==> src/rtl/alu_nibble_serial_exec.sv <==
// Nibble-serial ALU: accepts one WIDTH-bit op per handshake, executes it
// SLICE bits per cycle LSB first, and returns the result on an output handshake.
//
// Ports:
//   clk, rst_n           - clock, async active-low reset
//   in_valid / in_ready  - request handshake carrying A, B, ALUControl
//   A, B                 - signed operands
//   ALUControl           - 0 ADD, 1 SUB, 2 AND, 3 OR, 4 XOR, 5 SLT, 6 SLTU
//   out_valid / out_ready- result handshake carrying Result, Zero, Err
//   Result, Zero, Err    - result, Result==0, unsupported opcode
module alu_nibble_serial_exec #(
    parameter int WIDTH = 32,
    parameter int SLICE = 4
) (
    input  logic             clk,
    input  logic             rst_n,
    input  logic             in_valid,
    output logic             in_ready,
    input  logic [WIDTH-1:0] A,
    input  logic [WIDTH-1:0] B,
    input  logic [3:0]       ALUControl,
    output logic             out_valid,
    input  logic             out_ready,
    output logic [WIDTH-1:0] Result,
    output logic             Zero,
    output logic             Err
);

    localparam int NSLICE = WIDTH / SLICE;
    localparam int CW = (NSLICE > 1) ? $clog2(NSLICE) : 1;
    localparam logic [CW-1:0] LAST = CW'(NSLICE - 1);

    localparam logic [3:0] OP_ADD  = 4'b0000;
    localparam logic [3:0] OP_SUB  = 4'b0001;
    localparam logic [3:0] OP_AND  = 4'b0010;
    localparam logic [3:0] OP_OR   = 4'b0011;
    localparam logic [3:0] OP_XOR  = 4'b0100;
    localparam logic [3:0] OP_SLT  = 4'b0101;
    localparam logic [3:0] OP_SLTU = 4'b0110;

    typedef enum logic [1:0] {
        IDLE,
        EXEC,
        DONE
    } state_t;

    state_t state;
    state_t state_next;

    logic [WIDTH-1:0] a_sh;
    logic [WIDTH-1:0] b_sh;
    logic [WIDTH-1:0] res_sh;
    logic [3:0]       op_q;
    logic             carry;
    logic [CW-1:0]    cnt;
    logic             a_msb;
    logic             b_msb;
    logic [WIDTH-1:0] res_q;
    logic             zero_q;
    logic             err_q;

    logic             fire;
    logic             last;
    logic             invert;
    logic [SLICE-1:0] a_nib;
    logic [SLICE-1:0] b_nib;
    logic [SLICE:0]   sum;
    logic [SLICE-1:0] nib_res;
    logic             c_next;
    logic [WIDTH-1:0] sh_next;
    logic             n_bit;
    logic             v_bit;
    logic [WIDTH-1:0] fin;
    logic             fin_err;

    // Subtract-style ops run A + ~B + 1 through the slice.
    function automatic logic is_sub(input logic [3:0] op);
        return (op == OP_SUB) || (op == OP_SLT) || (op == OP_SLTU);
    endfunction

    assign in_ready  = (state == IDLE);
    assign out_valid = (state == DONE);
    assign fire      = in_valid && in_ready;
    assign last      = (state == EXEC) && (cnt == LAST);

    assign Result = res_q;
    assign Zero   = zero_q;
    assign Err    = err_q && out_valid;

    always_ff @(posedge clk or negedge rst_n) begin
        if (!rst_n) begin
            state <= IDLE;
        end else begin
            state <= state_next;
        end
    end

    always_comb begin
        state_next = state;
        case (state)
            IDLE: if (fire) state_next = EXEC;
            EXEC: if (cnt == LAST) state_next = DONE;
            DONE: if (out_ready) state_next = IDLE;
            default: state_next = IDLE;
        endcase
    end

    // One slice of the datapath.
    always_comb begin
        invert = is_sub(op_q);
        a_nib  = a_sh[SLICE-1:0];
        b_nib  = invert ? ~b_sh[SLICE-1:0] : b_sh[SLICE-1:0];
        sum    = {1'b0, a_nib} + {1'b0, b_nib} + {{SLICE{1'b0}}, carry};
        c_next = sum[SLICE];
        case (op_q)
            OP_ADD, OP_SUB, OP_SLT, OP_SLTU: nib_res = sum[SLICE-1:0];
            OP_AND:  nib_res = a_nib & b_nib;
            OP_OR:   nib_res = a_nib | b_nib;
            OP_XOR:  nib_res = a_nib ^ b_nib;
            default: nib_res = '0;
        endcase
        sh_next = {nib_res, res_sh[WIDTH-1:SLICE]};
    end

    // Final result, valid on the last EXEC edge when sh_next is complete.
    always_comb begin
        n_bit   = sh_next[WIDTH-1];
        v_bit   = (a_msb != b_msb) && (n_bit != a_msb);
        fin     = '0;
        fin_err = 1'b0;
        case (op_q)
            OP_ADD, OP_SUB, OP_AND, OP_OR, OP_XOR: fin = sh_next;
            OP_SLT:  fin = {{(WIDTH-1){1'b0}}, n_bit ^ v_bit};
            OP_SLTU: fin = {{(WIDTH-1){1'b0}}, ~c_next};
            default: fin_err = 1'b1;
        endcase
    end

    always_ff @(posedge clk or negedge rst_n) begin
        if (!rst_n) begin
            a_sh   <= '0;
            b_sh   <= '0;
            res_sh <= '0;
            op_q   <= '0;
            carry  <= 1'b0;
            cnt    <= '0;
            a_msb  <= 1'b0;
            b_msb  <= 1'b0;
            res_q  <= '0;
            zero_q <= 1'b0;
            err_q  <= 1'b0;
        end else if (fire) begin
            a_sh   <= A;
            b_sh   <= B;
            res_sh <= '0;
            op_q   <= ALUControl;
            carry  <= is_sub(ALUControl);
            cnt    <= '0;
            a_msb  <= A[WIDTH-1];
            b_msb  <= B[WIDTH-1];
        end else if (state == EXEC) begin
            a_sh   <= a_sh >> SLICE;
            b_sh   <= b_sh >> SLICE;
            res_sh <= sh_next;
            carry  <= c_next;
            cnt    <= cnt + CW'(1);
            if (last) begin
                res_q  <= fin;
                zero_q <= (fin == '0);
                err_q  <= fin_err;
            end
        end
    end

endmodule

==> config.mk <==
export PLATFORM = sky130hd
export DESIGN_NAME = alu_nibble_serial_exec
export DESIGN_NICKNAME = d
export VERILOG_FILES = /design/src/rtl/alu_nibble_serial_exec.sv
export SDC_FILE = /design/constraint.sdc
export NUM_CORES = 1
export LEC_CHECK = 0
export ABC_CLOCK_PERIOD_IN_PS = 9220
export BUFFER_PORTS_ARGS = -buffer_cell sky130_fd_sc_hd__buf_2
export CAP_MARGIN = 0
export CORE_ASPECT_RATIO = 1.4
export CORE_MARGIN = 1.5
export CORE_UTILIZATION = 48
export DETAILED_ROUTE_END_ITERATION = 8
export PLACE_DENSITY = 0.77
export SLEW_MARGIN = 15
export SYNTH_ARGS = -nofsm -noshare
export SYNTH_HDL_FRONTEND = slang
export SYNTH_SLANG_ARGS = --single-unit
==> constraint.sdc <==
create_clock -name clk -period 9.22 [get_ports clk]
set_clock_uncertainty 0.05 [all_clocks]
set_input_delay 1.383 -clock clk [delete_from_list [all_inputs] [get_ports clk]]
set_output_delay 1.383 -clock clk [all_outputs]
set_load 0.02 [all_outputs]
; After elaboration in Yosys (flattened, before gate mapping)
; Index checks and enable logic that the tools add are counted.
[word_totals]
register_bits = 142
in_bits = 72
out_inout_bits = 36
elab_cells = 74
[classes]
n_addsub = 3
n_eq_ne = 17
muxes = 18
bitwise = 7
reduce_logical = 17
[op_table]
columns = op, count
row1 = 2-to-1 mux 32 bit, 6
row2 = one-hot mux 32 bit (3 select lines), 1
row3 = logical NOT 32 bit, 1
row4 = equality test 4 x 3 -> 1 bit (second input constant), 5
row5 = one-hot mux 4 bit (4 select lines), 1
row6 = equality test 4 x 1 -> 1 bit (second input constant), 2
row7 = equality test 4 x 2 -> 1 bit (second input constant), 2
row8 = OR reduction 7 bit, 1
row9 = 2-to-1 mux 2 bit, 3
row10 = 2-to-1 mux 3 bit, 2
row11 = inequality test 2 x 1 -> 1 bit (second input constant), 3
row12 = one-hot mux 2 bit (3 select lines), 1
row13 = AND reduction 3 bit, 2
row14 = adder 4 x 4 -> 5 bit, 1
row15 = adder 5 x 1 -> 5 bit, 1
row16 = OR reduction 5 bit, 1
row17 = bitwise AND 4 bit, 1
row18 = logical AND 1 bit, 4
row19 = logical NOT 4 bit, 1
row20 = logical OR 1 bit, 4
row21 = 2-to-1 mux 4 bit, 1
row22 = inverter 4 bit, 1
row23 = bitwise OR 4 bit, 1
row24 = OR reduction 4 bit, 1
row25 = 11 further kinds, 15

; Depth between registers and ports, before layout
; Gate-level depths: netlist of the first run.
[depth]
ltp_word = 12
ltp_mapped = 13
mapped_depth_nobuf = 13

; Worst setup path before layout of the first run
; Ideal clock, no wire load.
[synth_timing]
kind = register to register
from = register op_q[0]
to = register zero_q (netlist: Zero)
setup_ns = 0.092
arrival_ns = 2.881
t_required_ns = 9.078
setup_slack_ns = 6.197
path_stages_with_launch = 13
path_buffers = 0
synth_period_minus_slack_ns = 3.023
cell_sequence = dfrtp_1 -> and2b_1 -> mux2i_1 -> nor2_1 -> xor2_1 -> inv_1 -> fa_1 -> fa_1 -> xnor2_1 -> a211oi_2 -> and2_1 -> a41oi_1 -> o31ai_2
[synth_between]
elab_chain_cells = 12
word_cells_on_any_way = 24
cone_classes = add/sub (2) / eq/ne (7) / mux (3) / bitwise (5) / reduce/logical (7)
[synth_rtl]
columns = element, line_no
row1 = start: declaration, 53  ; logic [3:0] op_q;
row2 = start signal: assignment, 156  ; op_q <= ALUControl;
row3 = equality test 4 x 1 -> 1 bit / equality test 4 x 3 -> 1 bit (equally long branches), "78, 115, 131"
row4 = logical OR 1 bit (2 in series), 78  ; return (op == OP_SUB) || (op == OP_SLT) || (op == OP_SLTU);
row5 = 2-to-1 mux 4 bit, 112  ; b_nib = invert ? ~b_sh[SLICE-1:0] : b_sh[SLICE-1:0];
row6 = adder 4 x 4 -> 5 bit, 113  ; sum = {1'b0, a_nib} + {1'b0, b_nib} + {{SLICE{1'b0}}, carry};
row7 = adder 5 x 1 -> 5 bit, 113
row8 = one-hot mux 4 bit (4 select lines), 115  ; case (op_q)
row9 = inequality test 1 bit, 128  ; v_bit = (a_msb != b_msb) && (n_bit != a_msb);
row10 = logical AND 1 bit, 128
row11 = XOR 1 bit, 133  ; OP_SLT: fin = {{(WIDTH-1){1'b0}}, n_bit ^ v_bit};
row12 = one-hot mux 32 bit (3 select lines) *, 131  ; case (op_q)
row13 = logical NOT 32 bit *, 169  ; zero_q <= (fin == '0);
row14 = end signal: assignment, 169
row15 = end: declaration, 59  ; logic zero_q;
; Mark *: on every way between the ends. The rest lies on a longest branch, timed or not.
; A chain may end at the register's enable or synchronous reset.

; Worst setup path in the final report of the first run
[layout_timing]
from = register op_q[2]
to = register zero_q (netlist: Zero)
; The elaborated chain is that of the path after synthesis.

==> flow_metrics.env, run 1 <==
export IMPL_drtAntennaViolNets=0
export IMPL_cts_resized=0
export IMPL_clkTransAtPathRegs_ns=0.06
export IMPL_cts_buffer_depth=2
export IMPL_cts_tree="built"
export IMPL_hold_viol_final=0
export IMPL_synthesis_nets=759
export IMPL_htree_levels=4
export IMPL_ios=108
export IMPL_min_period_over_period_pct=37.8
export IMPL_rows=49
export IMPL_first_iter_violations=268
export IMPL_gp_congestion=0.892
export IMPL_syn_inst=675
export IMPL_synth_avg_cell_area_um2=9.21
export IMPL_core_region_area_um2=12800
export IMPL_p_sw_share_pct=40.6
export IMPL_cts_buffers=17
export IMPL_holdWs_ns=0.425
export IMPL_rsz0062_at_grt="no"
export IMPL_yosys_warnings=0
export IMPL_min_from="b_sh[5]"
export IMPL_cp_startpoint="op_q[2]"
export IMPL_grt_max_degree=99
export IMPL_power_leakage_nw=3.70
export IMPL_finalSetupTns_ns=0
export IMPL_status="complete, no violations"
export IMPL_seq_area_um2=3450
export IMPL_finalSetupViolCount=0
export IMPL_pwr_share_seq_pct=37.0
export IMPL_mostFrequentLayoutCells="253 x nand2_1, 138 x dfrtp_1, 106 x buf_2, 65 x o21ai_0, 52 x a22oi_1"
export IMPL_grt_usage_pct=22.8
export IMPL_viasPerCell=5.44
export IMPL_fill_cells=1149
export IMPL_cts_hold_buf=0
export IMPL_clockRootBuffer="clkbuf_16"
export IMPL_fin_crit_ns=3.48
export IMPL_hp_class="reg -> reg"
export IMPL_critical_path_arrival_ns=3.76
export IMPL_fin_nets=847
export IMPL_p_comb_share_pct=39.8
export IMPL_max_freq_ghz=0.287
export IMPL_seq_area_frac_synth_pct=55.5
export IMPL_worstSetupPathType="reg -> reg"
export IMPL_synth_cell_types=52
export IMPL_synth_ff_type="dfrtp_1"
export IMPL_worstSetupStartpointType="register"
export IMPL_cts_setup_buffers=0
export IMPL_port_buffers=107
export IMPL_vdd_drop_max_uv=189
export IMPL_area_growth_pct=19.2
export IMPL_ys_async_sr_fraction_pct=100
export IMPL_die_x_um=99.2
export IMPL_synth_seq_cells=138
export IMPL_p_total_w=0.00287
export IMPL_insertion_delay_ns=0.42
export IMPL_wl_per_cell_um=15.6
export IMPL_layout_commonest_cell="nand2_1"
export IMPL_routed_wl_um=14500
export IMPL_power_frac_clock_pct=23.2
export IMPL_overflow=0
export IMPL_grt_pass1_vias=5015
export IMPL_layout_drive_gt1_share_pct=20.5
export IMPL_die_area_um2=13700
export IMPL_vias=5051
export IMPL_fp_dieH_um=138
export IMPL_maxCapViolCount=0
export IMPL_p_per_area_nw_per_um2=387
export IMPL_timing_slew_headroom_pct=39.2
export IMPL_worstMarginPinSlew_ns=0.911
export IMPL_synth_edff_count=0
export IMPL_drc_errors=0
export IMPL_multiInputGateArea_um2=2530
export IMPL_slew_viol_final=0
export IMPL_initial_utilization_pct=48.8
export IMPL_synthesis_area_um2=6220
export IMPL_cts_sinks=138
export IMPL_first_pass_iters=6
export IMPL_r2r_start="op_q[2]"
export IMPL_critPathRequiredTime_ns=9.50
export IMPL_crit_fanout=14
export IMPL_place_hpwl_um=9740
export IMPL_cp_end_kind="register"
export IMPL_antenna_found_initial=0
export IMPL_switchingPower_w=0.00117
export IMPL_cellInternalPower_w=0.00170
export IMPL_antenna_cells=0
export IMPL_grt_pass1_wl_um=24400
[registers in the layout, indices dropped and copies added (netlist names)]
signal and count:
a_msb 1, b_sh 32, op_q 4, state 2, Result 32, res_sh 28
carry 1, a_sh 32, Zero 1, err_q 1, b_msb 1, cnt 3
[critical path: stages, from the launching register on]
cell and delay, ns:
dfrtp_1 0.60, and2b_1 0.29, mux2i_1 0.10, nor2_1 0.32, xor2_1 0.21, inv_1 0.10, fa_1 0.40, fa_1 0.42
xnor2_1 0.16, a211oi_2 0.27, and2_1 0.16, a41oi_1 0.13, o31ai_2 0.19
[routing by layer]
metal  global-route usage, %  routed length, um
met5                       0                  0
met4                    8.69                353
met3                    5.58                842
met2                    38.3               7300
met1                    28.5               6010
[path summary, 6_finish.rpt]
path / endpoint / slack, ns / cells after the start
worst min register to register: b_sh[5] / 0.42 / 2
min in group asynchronous: Result[11] / 0.94 / 1
worst max-delay path: Zero / 5.74 / 12
max in group asynchronous: Result[19] / 6.98 / 2
worst max register to register: Zero / 5.74 / 12
worst min-delay path: b_sh[5] / 0.42 / 2
[metrics by stage]
step	setup slack (ns)	utilization (%)	area, um2	instances
after detailed placement	5.79	53.3	6800	896
after global placement	5.82	53.3	6800	896
final	5.74	58.1	7410	928
after global routing	5.50	58.1	7410	928
after floorplan	6.20	-	6220	675
after CTS	5.78	57.8	7380	927
[power groups by stage]
stage                     sequential (W)  combinational, W  clock [W]
after floorplan                  0.00107          0.000822          0
after global placement           0.00106           0.00110          0
after detailed placement         0.00107           0.00113          0
after CTS                        0.00106           0.00114   0.000675
after global routing             0.00110           0.00130   0.000706
final                            0.00106           0.00114   0.000667
[Yosys cell counts, types with 3 or more instances]
| master | instances | area [um2] |
|---|---|---|
| a21oi_1 | 4 | 20.0 |
| dfrtp_1 | 138 | 3450 |
| buf_4 | 3 | 22.5 |
| nand2b_1 | 3 | 18.8 |
| ha_1 | 10 | 125 |
| nand3b_1 | 5 | 37.5 |
| buf_1 | 3 | 11.3 |
| and2_1 | 3 | 18.8 |
| xor2_1 | 5 | 43.8 |
| nand3_1 | 12 | 60.1 |
| buf_2 | 12 | 60.1 |
| nor3_1 | 7 | 35.0 |
| a22oi_1 | 52 | 390 |
| inv_1 | 13 | 48.8 |
| a221o_1 | 4 | 40.0 |
| nor4_1 | 6 | 37.5 |
| clkbuf_1 | 25 | 93.8 |
| nor2_1 | 9 | 33.8 |
| nand2_1 | 253 | 950 |
| o21ai_0 | 65 | 325 |
[final cells by class]
class | instances | share of cell area (%)
clock buffers | 20 | 6.16
clock inverters | 11 | 1.64
inverters | 13 | 0.658
multi-input cells | 479 | 34.1
flip-flops and latches | 138 | 46.6
well taps | 153 | 2.58
repair buffers | 114 | 8.29
[cells by family (layout without fill, tap and decap cells)]
logic type / Yosys count / in the layout / synth area share, %
compound gates: 146 / 146 / 15.4
xor+xnor: 6 / 6 / 0.845
fa+ha+maj: 12 / 12 / 2.66
buf+inv: 58 / 158 / 4.17
flops: 138 / 138 / 55.5
mux: 3 / 3 / 0.523
simple gates: 312 / 312 / 20.9
(Power assumes the default switching activity.)
==> run 2: changes to the inputs <==
Settings changed: ABC_AREA set to 1, ABC_CLOCK_PERIOD_IN_PS 9220 to 2900, PLACE_DENSITY 0.77 to 0.8.
Clock period 9.22 ns to 2.9 ns, I/O delays scaled along.
==> flow_metrics.env, run 2 <==
export IMPL_status="complete, no violations"
export IMPL_synth_avg_cell_area_um2=9.06
export IMPL_clkTransAtPathRegs_ns=0.06
export IMPL_grt_pass1_vias=5179
export IMPL_grt_max_degree=62
export IMPL_ios=108
export IMPL_dpl_worst_slack_ns=0.149
export IMPL_synth_cell_types=36
export IMPL_synth_most_common_cell="nand2_1"
export IMPL_vdd_drop_max_uv=547
export IMPL_cts_setup_buffers=0
export IMPL_max_stage_delay_ns=0.42
export IMPL_fin_crit_ns=2.68
export IMPL_fp_dieH_um=139
export IMPL_cpMostUsedCell="nand2_1"
export IMPL_worstMarginPinSlew_ns=0.722
export IMPL_ys_async_sr_fraction_pct=100
export IMPL_synth_ff_type="dfrtp_1"
export IMPL_drc_errors=0
export IMPL_fin_ws_ns=0.218
export IMPL_synthesis_nets=784
export IMPL_fin_nets=884
export IMPL_die_area_um2=13900
export IMPL_first_pass_iters=4
export IMPL_power_leakage_nw=3.87
export IMPL_layout_commonest_cell="nand2_1"
export IMPL_synth_top_cell_area_share_pct=54.5
export IMPL_cts_buffer_depth=2
export IMPL_yosys_area_top_type="dfrtp_1"
export IMPL_cts_sinks=138
export IMPL_place_hpwl_um=9910
export IMPL_yosys_warnings=0
export IMPL_htree_levels=4
export IMPL_critPathRequiredTime_ns=3.13
export IMPL_synthTopCellsByCount="239 x nand2_1, 138 x dfrtp_1, 61 x inv_1"
export IMPL_clockRootBuffer="clkbuf_16"
export IMPL_first_iter_violations=214
export IMPL_cts_tree="built"
export IMPL_routed_wl_um=14400
export IMPL_slew_viol_final=0
export IMPL_critical_path_arrival_ns=2.91
export IMPL_holdWs_ns=0.162
export IMPL_die_x_um=100
export IMPL_cpMaxStageDelayCell="dfrtp_1"
export IMPL_vias=5053
export IMPL_placed_area_um2=6960
export IMPL_port_buffers=107
export IMPL_maxCapViolCount=0
export IMPL_synth_area_leaders="dfrtp_1 54%, nand2_1 14%, nand3_1 4.1%"
export IMPL_initial_utilization_pct=49.3
export IMPL_rsz0062_at_grt="no"
export IMPL_design_area_um2=7570
export IMPL_worstSetupPathType="reg -> reg"
export IMPL_hold_viol_final=0
export IMPL_min_period_over_period_pct=92.5
export IMPL_fin_util_pct=58.8
export IMPL_layout_drive_gt1_share_pct=23.4
export IMPL_area_growth_pct=19.4
export IMPL_gp_congestion=0.899
export IMPL_cts_buffers=17
export IMPL_grt_usage_pct=22.2
export IMPL_path_cells="inv_1 -> nand2_1 -> nor3_2 -> a31o_2 -> xor2_1 -> fa_2 -> fa_1 -> inv_1 -> nand2_1 -> nand2_1 -> a21oi_1 -> nand2_1 -> nand2_1 -> a21oi_2 -> o21ai_1"
export IMPL_worstSetupStartpointType="register"
export IMPL_crit_buf_inv=2
export IMPL_cp_end_kind="register"
export IMPL_grt_pass1_wl_um=24300
export IMPL_hp_class="in -> reg"
export IMPL_antenna_found_initial=0
export IMPL_max_freq_ghz=0.373
export IMPL_rows=49
export IMPL_crit_fanout=3
export IMPL_finalSetupViolCount=0
export IMPL_finalSetupTns_ns=0
export IMPL_drtAntennaViolNets=0
export IMPL_synth_edff_count=0
export IMPL_mostFrequentLayoutCells="239 x nand2_1, 138 x dfrtp_1, 106 x buf_2, 61 x inv_1, 52 x nand3_1"
export IMPL_seq_area_frac_synth_pct=54.5
export IMPL_cp_top_family="adder cells"
export IMPL_core_region_area_um2=12900
export IMPL_overflow=0
export IMPL_viasPerCell=5.23
export IMPL_wl_per_cell_um=14.9
export IMPL_antenna_cells=0
export IMPL_insertion_delay_ns=0.42
export IMPL_synthesis_area_um2=6340
export IMPL_timing_slew_headroom_pct=51.8
export IMPL_p_per_area_nw_per_um2=1200
export IMPL_syn_inst=700
export IMPL_synth_seq_cells=138
run 2: changes by cell type in the layout (fill, tap and decap cells not counted), moves of 13 or more:
| cell | previous run | this run |
|---|---|---|
| nand2_1 | 253 | 239 |
| inv_1 | 13 | 61 |
| nand3_1 | 12 | 52 |
| o21ai_0 | 65 | 21 |
| o22ai_1 | 0 | 20 |
| o21ai_1 | 2 | 15 |
| o31ai_2 | 1 | 19 |
| a22oi_1 | 52 | 1 |
run 2: final timing paths:
path	startpoint	to	slack (ns)	cells past startpoint
worst min-delay path	out_ready	state[1]	0.16	2
min in group asynchronous	rst_n	b_sh[22]	0.48	2
max in group asynchronous	rst_n	Result[8]	1.57	3
worst max register to register	op_q[3]	Result[0]	0.22	15
worst max-delay path	op_q[3]	Result[0]	0.22	15
worst min register to register	Result[2]	Result[2]	0.42	2
run 2: stage by stage:
stage               instances  power, W
finish                    966   0.00907
global route              966   0.00976
CTS                       966   0.00913
detailed placement        933   0.00695
global placement          933   0.00683
floorplan                 700   0.00604
run 2: final cells by class:
type	count	area, um2
Timing Repair Buffer	118	652
Sequential cell	138	3450
Tap cell	153	191
Inverter	69	259
Multi-Input combinational cell	456	2420
Clock inverter	11	119
Clock buffer	21	470
Fill cell	1183	5310
run 2: routing by layer:
layer	part of all wire [%]	up-vias	track usage, %
li1	-	2485	-
met1	40	2420	26.1
met2	53	123	39.1
met3	4.4	25	4.84
met4	2.3	0	8.90
met5	0	-	0
run 2: power breakdown:
part / internal, W / switching (W)
Combinational: 0.00127 / 0.00255
Sequential: 0.00270 / 0.000408
Clock: 0.00133 / 0.000809
run 2: what timing repair did:
item / CTS / global route
setup endpoints to repair: 0 / 2
resized for setup: 0 / 3
hold buffers: 1 / 0
endpoints found under the hold margin: 53 / 0
run 2: kinds of logic after synthesis:
family          Yosys count  share of synthesized area, %
buf+inv                 106                          7.50
fa+ha+maj                12                          2.60
simple gates            327                          21.7
xor+xnor                  4                         0.552
compound gates          113                          13.1
flops                   138                          54.5
==> run 3: changes to the inputs <==
Settings changed: CELL_PAD_IN_SITES_DETAIL_PLACEMENT set to 1, CELL_PAD_IN_SITES_GLOBAL_PLACEMENT set to 1, CORE_UTILIZATION 48 to 38, PLACE_DENSITY 0.8 to 0.82.
==> flow_metrics.env, run 3 (synthesis results as in run 2) <==
export IMPL_status="finished with violations"
export IMPL_violations="hold timing"
export IMPL_initial_utilization_pct=39.0
export IMPL_holdWs_ns=-0.0277
export IMPL_dpl_worst_slack_ns=0.105
export IMPL_worstSetupPathType="reg -> reg"
export IMPL_multiInputGateArea_um2=2450
export IMPL_fin_util_pct=46.9
export IMPL_fill_cells=1929
export IMPL_cts_tree="built"
export IMPL_cellInternalPower_w=0.00522
export IMPL_cp_top_family="simple AND/OR/NAND/NOR gates"
export IMPL_area_growth_pct=20.1
export IMPL_cts_setup_buffers=0
export IMPL_timing_slew_headroom_pct=51.3
export IMPL_cpMaxStageDelayCell="dfrtp_2"
export IMPL_insertion_delay_ns=0.42
export IMPL_slew_viol_final=0
export IMPL_p_per_area_nw_per_um2=1190
export IMPL_layout_commonest_cell="nand2_1"
export IMPL_drtAntennaViolNets=0
export IMPL_r2r_slack_ns=0.30
export IMPL_critical_path_arrival_ns=2.90
export IMPL_fin_nets=883
export IMPL_clockRootBuffer="clkbuf_16"
export IMPL_die_area_um2=17500
export IMPL_cts_sinks=138
export IMPL_p_comb_share_pct=43.9
export IMPL_fin_crit_ns=2.60
export IMPL_rows=55
export IMPL_antenna_found_initial=0
export IMPL_port_buffers=107
export IMPL_grt_usage_pct=19.4
export IMPL_wl_per_cell_um=15.9
export IMPL_grt_pass1_vias=5429
export IMPL_power_frac_clock_pct=21.9
export IMPL_hold_viol_final=6
export IMPL_drc_errors=0
export IMPL_cp_end_kind="register"
export IMPL_clkTransAtPathRegs_ns=0.06
export IMPL_cts_hold_buf=0
export IMPL_pwr_share_seq_pct=34.2
export IMPL_max_freq_ghz=0.385
export IMPL_maxCapViolCount=0
export IMPL_min_period_over_period_pct=89.5
export IMPL_place_hpwl_um=11200
export IMPL_grt_max_degree=78
export IMPL_finalSetupViolCount=0
export IMPL_power_leakage_nw=3.85
export IMPL_gp_congestion=0.802
export IMPL_p_sw_share_pct=42.4
export IMPL_viasPerCell=5.06
export IMPL_first_pass_iters=6
export IMPL_antenna_cells=0
export IMPL_layout_drive_gt1_share_pct=23.8
export IMPL_htree_levels=4
export IMPL_ios=108
export IMPL_crit_buf_inv=3
export IMPL_core_region_area_um2=16200
export IMPL_first_iter_violations=185
export IMPL_fp_dieH_um=156
export IMPL_max_stage_delay_ns=0.43
export IMPL_worstMarginPinSlew_ns=0.729
export IMPL_cts_buffer_depth=2
export IMPL_cts_buffers=17
export IMPL_crit_fanout=3
export IMPL_vdd_drop_max_uv=548
export IMPL_critPathRequiredTime_ns=3.20
export IMPL_cts_resized=0
export IMPL_fin_ws_ns=0.305
export IMPL_seq_area_um2=3450
export IMPL_mostFrequentLayoutCells="239 x nand2_1, 137 x dfrtp_1, 106 x buf_2, 61 x inv_1, 52 x nand3_1"
export IMPL_switchingPower_w=0.00385
export IMPL_die_x_um=112
export IMPL_vias=5108
export IMPL_overflow=0
export IMPL_path_cells="inv_1 -> nand2_1 -> nor3_2 -> a31o_2 -> buf_4 -> xor2_2 -> inv_1 -> ha_1 -> a21oi_2 -> nand3_1 -> nand3_1 -> nand2_1 -> nand2_1 -> nand3_1 -> nor2_1 -> nand3_1 -> nand2_1"
export IMPL_worstSetupStartpointType="register"
export IMPL_routed_wl_um=16100
export IMPL_grt_pass1_wl_um=26700
export IMPL_hp_class="in -> async"
## run 3: metal layers
metal	share of wire [%]	GRT usage [%]	vias up
li1	-	-	2482
met1	41	21.5	2497
met2	53	35.2	103
met3	4.3	5.63	26
met4	2.3	7.35	0
met5	0	0	-
## run 3: final timing paths
kind	start	end	cells past startpoint
worst max-delay path	op_q[3]	Zero	17
worst min-delay path	rst_n	b_sh[30]	1
worst max register to register	op_q[3]	Zero	17
worst min register to register	Result[29]	Result[29]	2
max in group asynchronous	rst_n	a_sh[14]	2
min in group clk	out_ready	state[1]	2
## run 3: cell type report
type | count | area share (%)
clock buffer | 25 | 6.64
clock inverter | 6 | 0.509
inverter | 69 | 3.40
multi-input combinational | 456 | 32.2
sequential | 138 | 45.4
tap | 199 | 3.27
timing repair buffer | 117 | 8.59
## run 3: through the flow
stage	total power, W	cell area, um2	setup TNS [ns]	instances
finish	0.00907	7610	0	1010
floorplan	0.00604	6340	0	700
CTS	0.00913	7570	0	1010
detailed placement	0.00710	7030	0	979
global placement	0.00691	7030	0	979
global route	0.00980	7610	-0.000622	1010
## run 3: worst reg2reg max path, delay by kind of cell, from the launching register on
kind	cells	cell delay [ns]
buffers and inverters	3	0.34
adders and majority gates	1	0.21
AOI/OAI and AO/OA	2	0.35
xor gates and xnor gates	1	0.23
DFF	1	0.43
and+or+nand+nor	10	0.93
## run 3: power by group through the flow
stage / registers [W] / clock network [W] / logic (W)
3_3_place_gp: 0.00309 / 0 / 0.00382
5_1_grt: 0.00320 / 0.00212 / 0.00447
3_5_place_dp: 0.00313 / 0 / 0.00397
4_1_cts: 0.00311 / 0.00203 / 0.00399
2_1_floorplan: 0.00323 / 0 / 0.00281
6_report: 0.00310 / 0.00199 / 0.00398
